### config.mk
export PLATFORM = sky130hd
export DESIGN_NAME = bsg_fifo_rolly_pkt_writer
export DESIGN_NICKNAME = d
export VERILOG_FILES = /design/src/rtl/bsg_fifo_rolly_pkt_writer.sv
export SDC_FILE = /design/constraint.sdc
export NUM_CORES = 1
export LEC_CHECK = 0
export BUFFER_PORTS_ARGS = -buffer_cell sky130_fd_sc_hd__buf_2
export CORE_MARGIN = 2
export CORE_UTILIZATION = 54
export CTS_CLUSTER_SIZE = 40
export DETAILED_ROUTE_END_ITERATION = 12
export PLACE_DENSITY = 0.84
export SYNTH_ARGS = -nofsm -noshare
export SYNTH_HDL_FRONTEND = slang
export SYNTH_SLANG_ARGS = --single-unit
export TNS_END_PERCENT = 1
### constraint.sdc
create_clock -name clk_i -period 3.1 [get_ports clk_i]
set_clock_uncertainty 0.05 [all_clocks]
set_input_delay 0.465 -clock clk_i [delete_from_list [all_inputs] [get_ports clk_i]]
set_output_delay 0.465 -clock clk_i [all_outputs]
set_load 0.02 [all_outputs]
### src/rtl/bsg_fifo_rolly_pkt_writer.sv
// Packet writer for bsg_fifo_1r1w_rolly*: streams words into the FIFO and commits or drops each packet.
// Optional BSG_FIFO_ROLLY_PKT_WRITER_DROP_ON_FULL_EN: never backpressure; a word arriving while the FIFO is full drops its packet.
module bsg_fifo_rolly_pkt_writer #(
  parameter int width_p       = 8,
  parameter int max_words_p   = 4,
  parameter int count_width_p = 16
) (
  input  logic                     clk_i,
  input  logic                     reset_i,

  input  logic                     v_i,
  input  logic [width_p-1:0]       data_i,
  input  logic                     last_i,
  input  logic                     err_i,
  output logic                     ready_o,

  output logic                     fifo_v_o,
  output logic [width_p-1:0]       fifo_data_o,
  input  logic                     fifo_ready_i,
  output logic                     fifo_commit_not_drop_v_o,
  output logic                     fifo_commit_not_drop_o,

  output logic [count_width_p-1:0] commit_cnt_o,
  output logic [count_width_p-1:0] drop_cnt_o
);

  localparam int words_width_lp = $clog2(max_words_p + 1);

  typedef enum logic {
    eRecv,
    eDiscard
  } state_e;

  state_e                    state_q,      state_d;
  logic [words_width_lp-1:0] cnt_q,        cnt_d;
  logic [count_width_p-1:0]  commit_cnt_q, commit_cnt_d;
  logic [count_width_p-1:0]  drop_cnt_q,   drop_cnt_d;

  logic recv_ready;
  logic full_drop;
  logic accept;
  logic drop_c;
  logic at_max;

`ifdef BSG_FIFO_ROLLY_PKT_WRITER_DROP_ON_FULL_EN
  assign recv_ready = 1'b1;
  assign full_drop  = ~fifo_ready_i;
`else
  assign recv_ready = fifo_ready_i;
  assign full_drop  = 1'b0;
`endif

  assign at_max = (cnt_q == words_width_lp'(max_words_p));
  assign drop_c = err_i | at_max | full_drop;

  // Gating with reset_i keeps every handshake quiet while the FIFO is also being reset.
  assign ready_o = ~reset_i & ((state_q == eDiscard) ? 1'b1 : recv_ready);
  assign accept  = v_i & ready_o;

  assign fifo_data_o = data_i;

  // NOTE: always_comb assigns every output a default first so no path leaves a variable unassigned, which would infer a latch.
  always_comb begin
    state_d                  = state_q;
    cnt_d                    = cnt_q;
    commit_cnt_d             = commit_cnt_q;
    drop_cnt_d               = drop_cnt_q;
    fifo_v_o                 = 1'b0;
    fifo_commit_not_drop_v_o = 1'b0;
    fifo_commit_not_drop_o   = 1'b0;

    unique case (state_q)
      eRecv: begin
        if (accept) begin
          if (drop_c) begin
            fifo_commit_not_drop_v_o = 1'b1;
            fifo_commit_not_drop_o   = 1'b0;
            drop_cnt_d               = drop_cnt_q + count_width_p'(1);
            cnt_d                    = '0;
            state_d                  = last_i ? eRecv : eDiscard;
          end else begin
            fifo_v_o = 1'b1;
            if (last_i) begin
              fifo_commit_not_drop_v_o = 1'b1;
              fifo_commit_not_drop_o   = 1'b1;
              commit_cnt_d             = commit_cnt_q + count_width_p'(1);
              cnt_d                    = '0;
            end else begin
              cnt_d = cnt_q + words_width_lp'(1);
            end
          end
        end
      end

      eDiscard: begin
        // The drop was already signalled on entry; just swallow words up to last_i.
        if (accept && last_i) begin
          state_d = eRecv;
        end
      end

      default: state_d = eRecv;
    endcase
  end

  // NOTE: sequential state uses non-blocking assignments so all registers update together from pre-edge values.
  always_ff @(posedge clk_i) begin
    if (reset_i) begin
      state_q      <= eRecv;
      cnt_q        <= '0;
      commit_cnt_q <= '0;
      drop_cnt_q   <= '0;
    end else begin
      state_q      <= state_d;
      cnt_q        <= cnt_d;
      commit_cnt_q <= commit_cnt_d;
      drop_cnt_q   <= drop_cnt_d;
    end
  end

  assign commit_cnt_o = commit_cnt_q;
  assign drop_cnt_o   = drop_cnt_q;

endmodule
-- Word-level counts from Yosys, hierarchy flattened
Cells that the tools add are included.
- output and inout port bits: 44
- flip-flop bits (word level): 36
- logic and storage cells: 36
- input port bits: 14
- add/sub/neg operators: 3
- mux-type cells: 18
- equality and inequality tests: 1
- bitwise logic cells: 6
- reduce and logical (&&, ||, !) cells: 4
- operators by type and width (kind ; count):
    16-bit by 1-bit adder with 16-bit output, second input constant ; 2
    1-bit two-way mux ; 15
    3-bit two-way mux ; 2
    4-bit AND reduction ; 1
    3-bit by 1-bit adder with 3-bit output, second input constant ; 1
    3-bit == test, second input constant ; 1
    1-bit inverter ; 3
    3-bit AND reduction ; 1
    1-bit AND ; 2
    1-bit case mux with 2 select lines ; 1
    2-bit AND reduction ; 1
    1-bit logical AND ; 1
    1-bit OR ; 1

-- Logic depth before layout (Yosys ltp)
Gate-level depths: netlist of the first run.
- depth after elaboration: 6
- depth in mapped cells: 8
- mapped depth without buffers: 6

-- Worst setup path before layout of the first run
OpenSTA, ideal clock, no wires.
- path kind: register to register
- start: reg cnt_q[0]
- end: reg commit_cnt_q[15] (netlist: commit_cnt_o[15])
- required time: 2.980 ns
- period minus slack after synthesis: 2.070 ns
- path buffers: 1
- cell stages (with the launch flop): 8
- path slack: 1.030 ns
- library setup time: 0.070 ns
- data arrival time: 1.950 ns
- cells stage by stage: dfxtp_1 -> inv_1 -> ha_1 -> a21o_1 -> or4_1 -> buf_2 -> or4_1 -> a21oi_1
- cells in the longest elaborated chain, start to end: 4
- RTL lines (element ; RTL line ; RTL):
    start, declared ; 35 ; logic [words_width_lp-1:0] cnt_q, cnt_d;
    start signal, assigned ; 115 ; cnt_q <= cnt_d;
    3-bit == test ; 53 ; assign at_max = (cnt_q == words_width_lp'(max_words_p));
    1-bit OR ; 54 ; assign drop_c = err_i | at_max | full_drop;
    1-bit inverter (no line) ; - ;
    4-bit AND reduction (no line) ; - ;
    end signal, assigned ; 116 ; commit_cnt_q <= commit_cnt_d;
    end, declared ; 36 ; logic [count_width_p-1:0] commit_cnt_q, commit_cnt_d;
No other way between the ends.
A chain may end at the register's enable or synchronous reset.

-- Final worst setup path of the first run
- start: reg cnt_q[0]
- end: out fifo_commit_not_drop_o
- cells in the longest elaborated chain, start to end: 5
- RTL lines (element ; RTL line ; RTL):
    3-bit == test ; 53 ;
    1-bit OR ; 54 ;
    1-bit two-way mux ; 75 ; if (drop_c) begin
    1-bit two-way mux ; 74 ; if (accept) begin
    1-bit two-way mux ; 72 ; unique case (state_q)
    end, declared ; 21 ; output logic fifo_commit_not_drop_o,
No other way between the ends.

==> flow_summary.ini, run 1 <==
[floorplanning]
start_util_pct = 57.7
die_width_um = 61.6
coreArea_mm2 = 0.00310
rows = 20
die_h_um = 61.6
ioPinCount = 58
dieArea_mm2 = 0.00379

[global_route]
grt_usage_pct = 20.6
grt_pass1_wl_um = 5830
grt_max_degree = 38
grt_overflow = 0
grt_pass1_vias = 1308
antenna_found_initial = 0

[synth]
synth_warnings = 0
synthMuxAreaShare_pct = 1.19
synthXorXnorAreaFrac_pct = 6.85
synth_area_mm2 = 0.00179
synth_top_cells_by_count = 36 x dfxtp_1, 20 x a21oi_1, 20 x nor2_1
async_reset_ff_share_pct = 0
synth-edff-count = 0
synth-compound-area-share_pct = 13.2
ys_seq_elements = 36
synth_top_family_by_area = simple AND/OR/NAND/NOR gates
synth-adder-area-share_pct = 2.80
syn_avg_cell_area_um2 = 8.32
synth_top_area_share_pct = 40.3
syn_inst = 215
synth-simple-area-share_pct = 28.0
syn_nets = 233
yosys-top-cells-area = dfxtp_1 40%, a21oi_1 5.6%, xnor2_1 4.9%
synth_area_leader_cell = dfxtp_1
yosysMostFrequentCell = dfxtp_1
synth_ff_type = dfxtp_1
synth_cell_types = 31
ys_seq_area_share_pct = 40.3

[worst_setup_path]
crit_path_end_kind = output pin
worstReg2RegStart = cnt_q[0]
critical_path_class = reg2out
r2r-end = commit_cnt_o[10]
r2r_slack_ps = 570
worstPathRequired_ps = 2580
cp-start-kind = flop
cp.arrival_ps = 2240
reg2reg_depth = 6
cp_max_fo = 12

[placement]
pre_cts_slack_ps = 668
gp_congestion = 0.803
dp_hpwl_um = 2550
io_buffer_count = 41
placedInstanceArea_mm2 = 0.00196

[sta]
whs_ps = 340
finalHoldViolCount = 0
grt_setup_unrepaired = no
relSlewSlack_pct = 48.3
fin_ws_ps = 341
fin_crit_sh_pct = 89.0
min_period_ps = 2760
fmax_ghz = 0.362
tightest_slew_ps = 776
fin_setup_tns_ps = 0
setup_viol = 0
slew_violations = 0

[worst_hold_path]
hold_class = in2reg
hold_path_end = state_q
whs_path_depth = 2
hold_start = last_i

[routing]
drt_first_iter_violations = 85
vias = 1607
routed_wl_um = 3670
drt-wirelength-per-cell_um = 12.6
drt_first_pass_iters = 4
post-route-drc-count = 0
ant_nets = 0
vias_per_cell = 5.50

[clocking]
cts_buffers = 5
postCtsSetupBuffers = 0
clock_latency_ps = 340
clock_sinks = 36
cts_buffer_depth = 2
path_clk_slew_ps = 90
root_buffer = clkbuf_4
htreeDepth = 2
cts-resized-gates = 0
cts_tree = done
hold_buffers = 0

[finish]
diodes = 0
nNetsFinal = 265
drive_gt1_share_pct = 22.2
syn_to_final_growth_pct = 14.1
design_area_mm2 = 0.00204
fill_cells = 282

[pwr]
irDropWorstVdd_v = 0.000210
p_leak_nw = 0.779
powerDensity_mw_per_mm2 = 406

[outcome]
status = finished, final reports clean

[job]
max-cap-violations = 0
## metrics by stage
step                      std cells  total power, W  utilization (%)
final                           292        0.000828             65.8
after global routing            292        0.000858             65.8
after CTS                       292        0.000831             65.8
after detailed placement        284        0.000517             63.3
after global placement          284        0.000516             63.3
after floorplan                 215        0.000518                -
## placed cells by master, fill, tap and decap left out, types with 5 or more instances in the layout
cell type  Yosys  routed
a21oi_1       20      20
buf_2          2      41
clkbuf_4       0       5
dfxtp_1       36      36
inv_1         10      10
nand2_1       14      14
nand3_1        8       8
nand4_1       10      10
nor2_1        20      20
nor4_1         6       6
o21ai_0       11      11
o31ai_1        7       7
or3_1         10      10
or4_1          9       9
xnor2_1       10      10
## worst max path at each step
stage	from	to	cells after the start
after floorplan	cnt_q[0]	commit_cnt_o[15]	7
after global placement	cnt_q[0]	commit_cnt_o[14]	6
after detailed placement	cnt_q[0]	commit_cnt_o[10]	6
after CTS	cnt_q[0]	fifo_commit_not_drop_o	6
after global routing	cnt_q[0]	fifo_commit_not_drop_o	6
final	cnt_q[0]	fifo_commit_not_drop_o	6
## final cells by class
cell class	count	area [um^2]	area share, %
Sequential cell	36	721	35.3
Clock buffer	6	41.3	2.02
Inverter	10	37.5	1.84
Multi-Input combinational cell	151	931	45.6
Clock inverter	2	35.0	1.72
Tap cell	44	55.1	2.70
Timing Repair Buffer	43	220	10.8
## critical path, stage by stage (launching register included)
cell and delay, ps:
dfxtp_1 360, inv_1 70, ha_1 210, a21oi_1 640, nand3_1 360, inv_1 110, buf_2 160
## registers in the layout (all words and copies together), names as in the netlist
register,count
state_q,1
cnt_q,3
commit_cnt_o,16
drop_cnt_o,16
## power breakdown
part           switching, W  internal [W]
registers        0.00000220      0.000464
clock network      0.000152      0.000169
logic             0.0000275     0.0000128
## kinds of logic (layout without fill, tap and decap cells)
| group | count (synthesis) | after routing |
|---|---|---|
| compound gates | 42 | 42 |
| xor+xnor | 14 | 14 |
| fa+ha+maj | 4 | 4 |
| buf+inv | 28 | 61 |
| flops | 36 | 36 |
| mux | 2 | 2 |
| simple gates | 89 | 89 |
## routing by layer
| layer | routed length, um | vias up | share of wire (%) | global-route usage (%) |
|---|---|---|---|---|
| met5 | 0 | - | 0 | 0 |
| met4 | 43 | 0 | 1.2 | 9.42 |
| met3 | 222 | 5 | 6.1 | 4.83 |
| met2 | 1630 | 46 | 44 | 30.5 |
| met1 | 1770 | 725 | 48 | 28.5 |
| li1 | - | 831 | - | - |
Power figures use the tool's default switching activity.
==> run 2, diff against run 1 <==
- ABC_AREA: default -> 1
- CORE_UTILIZATION: 54 -> 55
- PLACE_DENSITY: 0.84 -> 0.83
==> run 2 against run 1 <==
Net effect: maximum frequency is 15% higher; sequential share of layout area down 4.3 points; final area grew 14%; largest power group unchanged; flip-flop and latch count unchanged; cell count grew 35%; sequential power barely moved; clock-buffer cell count rose by 1; register-to-register slack gained 650 ps; clock power up 9.7%; non-clock buffer count decreased by 2; via count is 24% higher.
==> flow_summary.ini, run 2 <==
[pwr]
irDropWorstVdd_v = 0.000244
p_leak_nw = 1.00
powerDensity_mw_per_mm2 = 378

[floorplanning]
dieArea_mm2 = 0.00431
ioPinCount = 58
coreArea_mm2 = 0.00366
rows = 22
die_h_um = 65.6
die_width_um = 65.6
start_util_pct = 57.0

[finish]
nNetsFinal = 364
design_area_mm2 = 0.00232
diodes = 0
drive_gt1_share_pct = 20.2
syn_to_final_growth_pct = 11.1
layout_commonest_cell = nand2_1
fill_cells = 336
layout_common_cells = 74 x nand2_1, 73 x nor2_1, 41 x buf_2

[job]
max-cap-violations = 0

[clocking]
clock_latency_ps = 290
cts_tree = done
htreeDepth = 2
hold_buffers = 0
cts-resized-gates = 0
postCtsSetupBuffers = 0
path_clk_slew_ps = 80
clock_sinks = 36
cts_buffers = 5
root_buffer = clkbuf_8
cts_buffer_depth = 2

[placement]
placedInstanceArea_mm2 = 0.00223
io_buffer_count = 41
dp_hpwl_um = 3080
gp_congestion = 0.964

[routing]
drt_first_iter_violations = 154
vias = 1991
post-route-drc-count = 0
wl_met1_um = 1870
ant_nets = 0
vias_per_cell = 5.04
wl_met3_um = 222
drt_first_pass_iters = 4
routed_wl_um = 4170
top_layer_used = met4
wl_met2_um = 2030
drt-wirelength-per-cell_um = 10.6

[synth]
synth_area_mm2 = 0.00209
synthMuxAreaShare_pct = 0
synth_warnings = 0
async_reset_ff_share_pct = 0
synth-adder-area-share_pct = 2.40
syn_inst = 314
syn_nets = 332
synth_top_cells_by_count = 74 x nand2_1, 73 x nor2_1, 36 x dfxtp_1
ys_seq_area_share_pct = 34.5
synth_top_family_by_area = simple AND/OR/NAND/NOR gates
ys_seq_elements = 36
synth-simple-area-share_pct = 40.6
synthXorXnorAreaFrac_pct = 0.839
syn_avg_cell_area_um2 = 6.65
synth-edff-count = 0
synth_cell_types = 24
yosys-top-cells-area = dfxtp_1 35%, nand2_1 13%, nor2_1 13%
yosysMostFrequentCell = nand2_1
synth-compound-area-share_pct = 10.3
synth_ff_type = dfxtp_1
synth_area_leader_cell = dfxtp_1
synth_top_area_share_pct = 34.5

[sta]
slew_violations = 0
tightest_slew_ps = 435
fin_setup_tns_ps = 0
setup_viol = 0
finalHoldViolCount = 0
grt_setup_unrepaired = no
fmax_ghz = 0.416
relSlewSlack_pct = 70.9
min_period_ps = 2410
fin_crit_sh_pct = 77.6

[worst_setup_path]
worstReg2RegStart = cnt_q[0]
worstPathRequired_ps = 2580
cp.arrival_ps = 1890
critPathSlowestCell = dfxtp_1
r2r-end = commit_cnt_o[0]
cp_cell_sequence = inv_1 -> ha_1 -> a21oi_4 -> nand2_4 -> nor2_8 -> buf_2
cp-endpoint = fifo_commit_not_drop_o
critical_path_class = reg2out
cp-start-kind = flop
crit_path_end_kind = output pin
r2r_slack_ps = 1220
cp_slowest_stage_delay_ps = 360
critPathLaunch = cnt_q[0]
cp_max_fo = 28
reg2reg_depth = 8

[worst_hold_path]
hold_class = in2reg

[global_route]
grt_overflow = 0
grt_max_degree = 32
grt_pass1_wl_um = 7270
antenna_found_initial = 0
grt_pass1_vias = 1780
grt_usage_pct = 21.2

[outcome]
status = finished, final reports clean
run 2: routing by layer:
metal	up-vias	track usage, %
met5	-	0
met4	0	8.33
met3	10	5.99
met2	57	35.5
met1	877	25.5
li1	1047	-
run 2: layout make-up:
cell class / instances / area [um^2] / area share (%)
multi-input combinational: 234 / 1130 / 48.7
sequential: 36 / 721 / 31.1
timing repair buffer: 41 / 205 / 8.84
inverter: 28 / 110 / 4.74
clock buffer: 7 / 86.3 / 3.72
tap: 48 / 60.1 / 2.59
clock inverter: 1 / 7.51 / 0.323
run 2: cell families (layout without fill, tap and decap cells):
group / count (synthesis) / after routing
xor gates and xnor gates: 2 / 2
DFF: 36 / 36
and+or+nand+nor: 191 / 191
adders and majority gates: 4 / 4
AOI/OAI and AO/OA: 37 / 37
buffers and inverters: 44 / 77
run 2: worst min path at each step:
stage,start,endpoint,slack (ps),cells after the start
after global placement,cnt_q[0],cnt_q[0],420,2
after CTS,reset_i,commit_cnt_o[8],420,2
after detailed placement,drop_cnt_o[0],drop_cnt_o[0],440,1
final,reset_i,commit_cnt_o[8],420,2
after global routing,reset_i,commit_cnt_o[8],430,2
after floorplan,cnt_q[0],cnt_q[0],410,2
run 2: critical path, delay by kind of cell, from the launching register on:
kind	cells	cell delay (ps)
simple gates	2	450
flops	1	360
compound gates	1	240
fa+ha+maj	1	230
buf+inv	2	310
run 2: stage by stage:
step	utilization [%]	hold slack, ps	total power (W)	worst slack, ps	instances
floorplan	-	408	0.000541	1330	314
global placement	60.8	422	0.000536	1000	387
detailed placement	60.8	444	0.000538	983	387
CTS	63.4	425	0.000890	692	395
global route	63.4	426	0.000916	602	395
finish	63.4	423	0.000878	695	395
run 2: power by group:
part           leakage (nW)  internal [W]  switching [W]  total [W]
sequential            0.290      0.000465     0.00000287   0.000468
clock                0.0445      0.000181       0.000171   0.000352
combinational         0.669     0.0000176      0.0000404  0.0000580
total                  1.00      0.000664       0.000215   0.000878
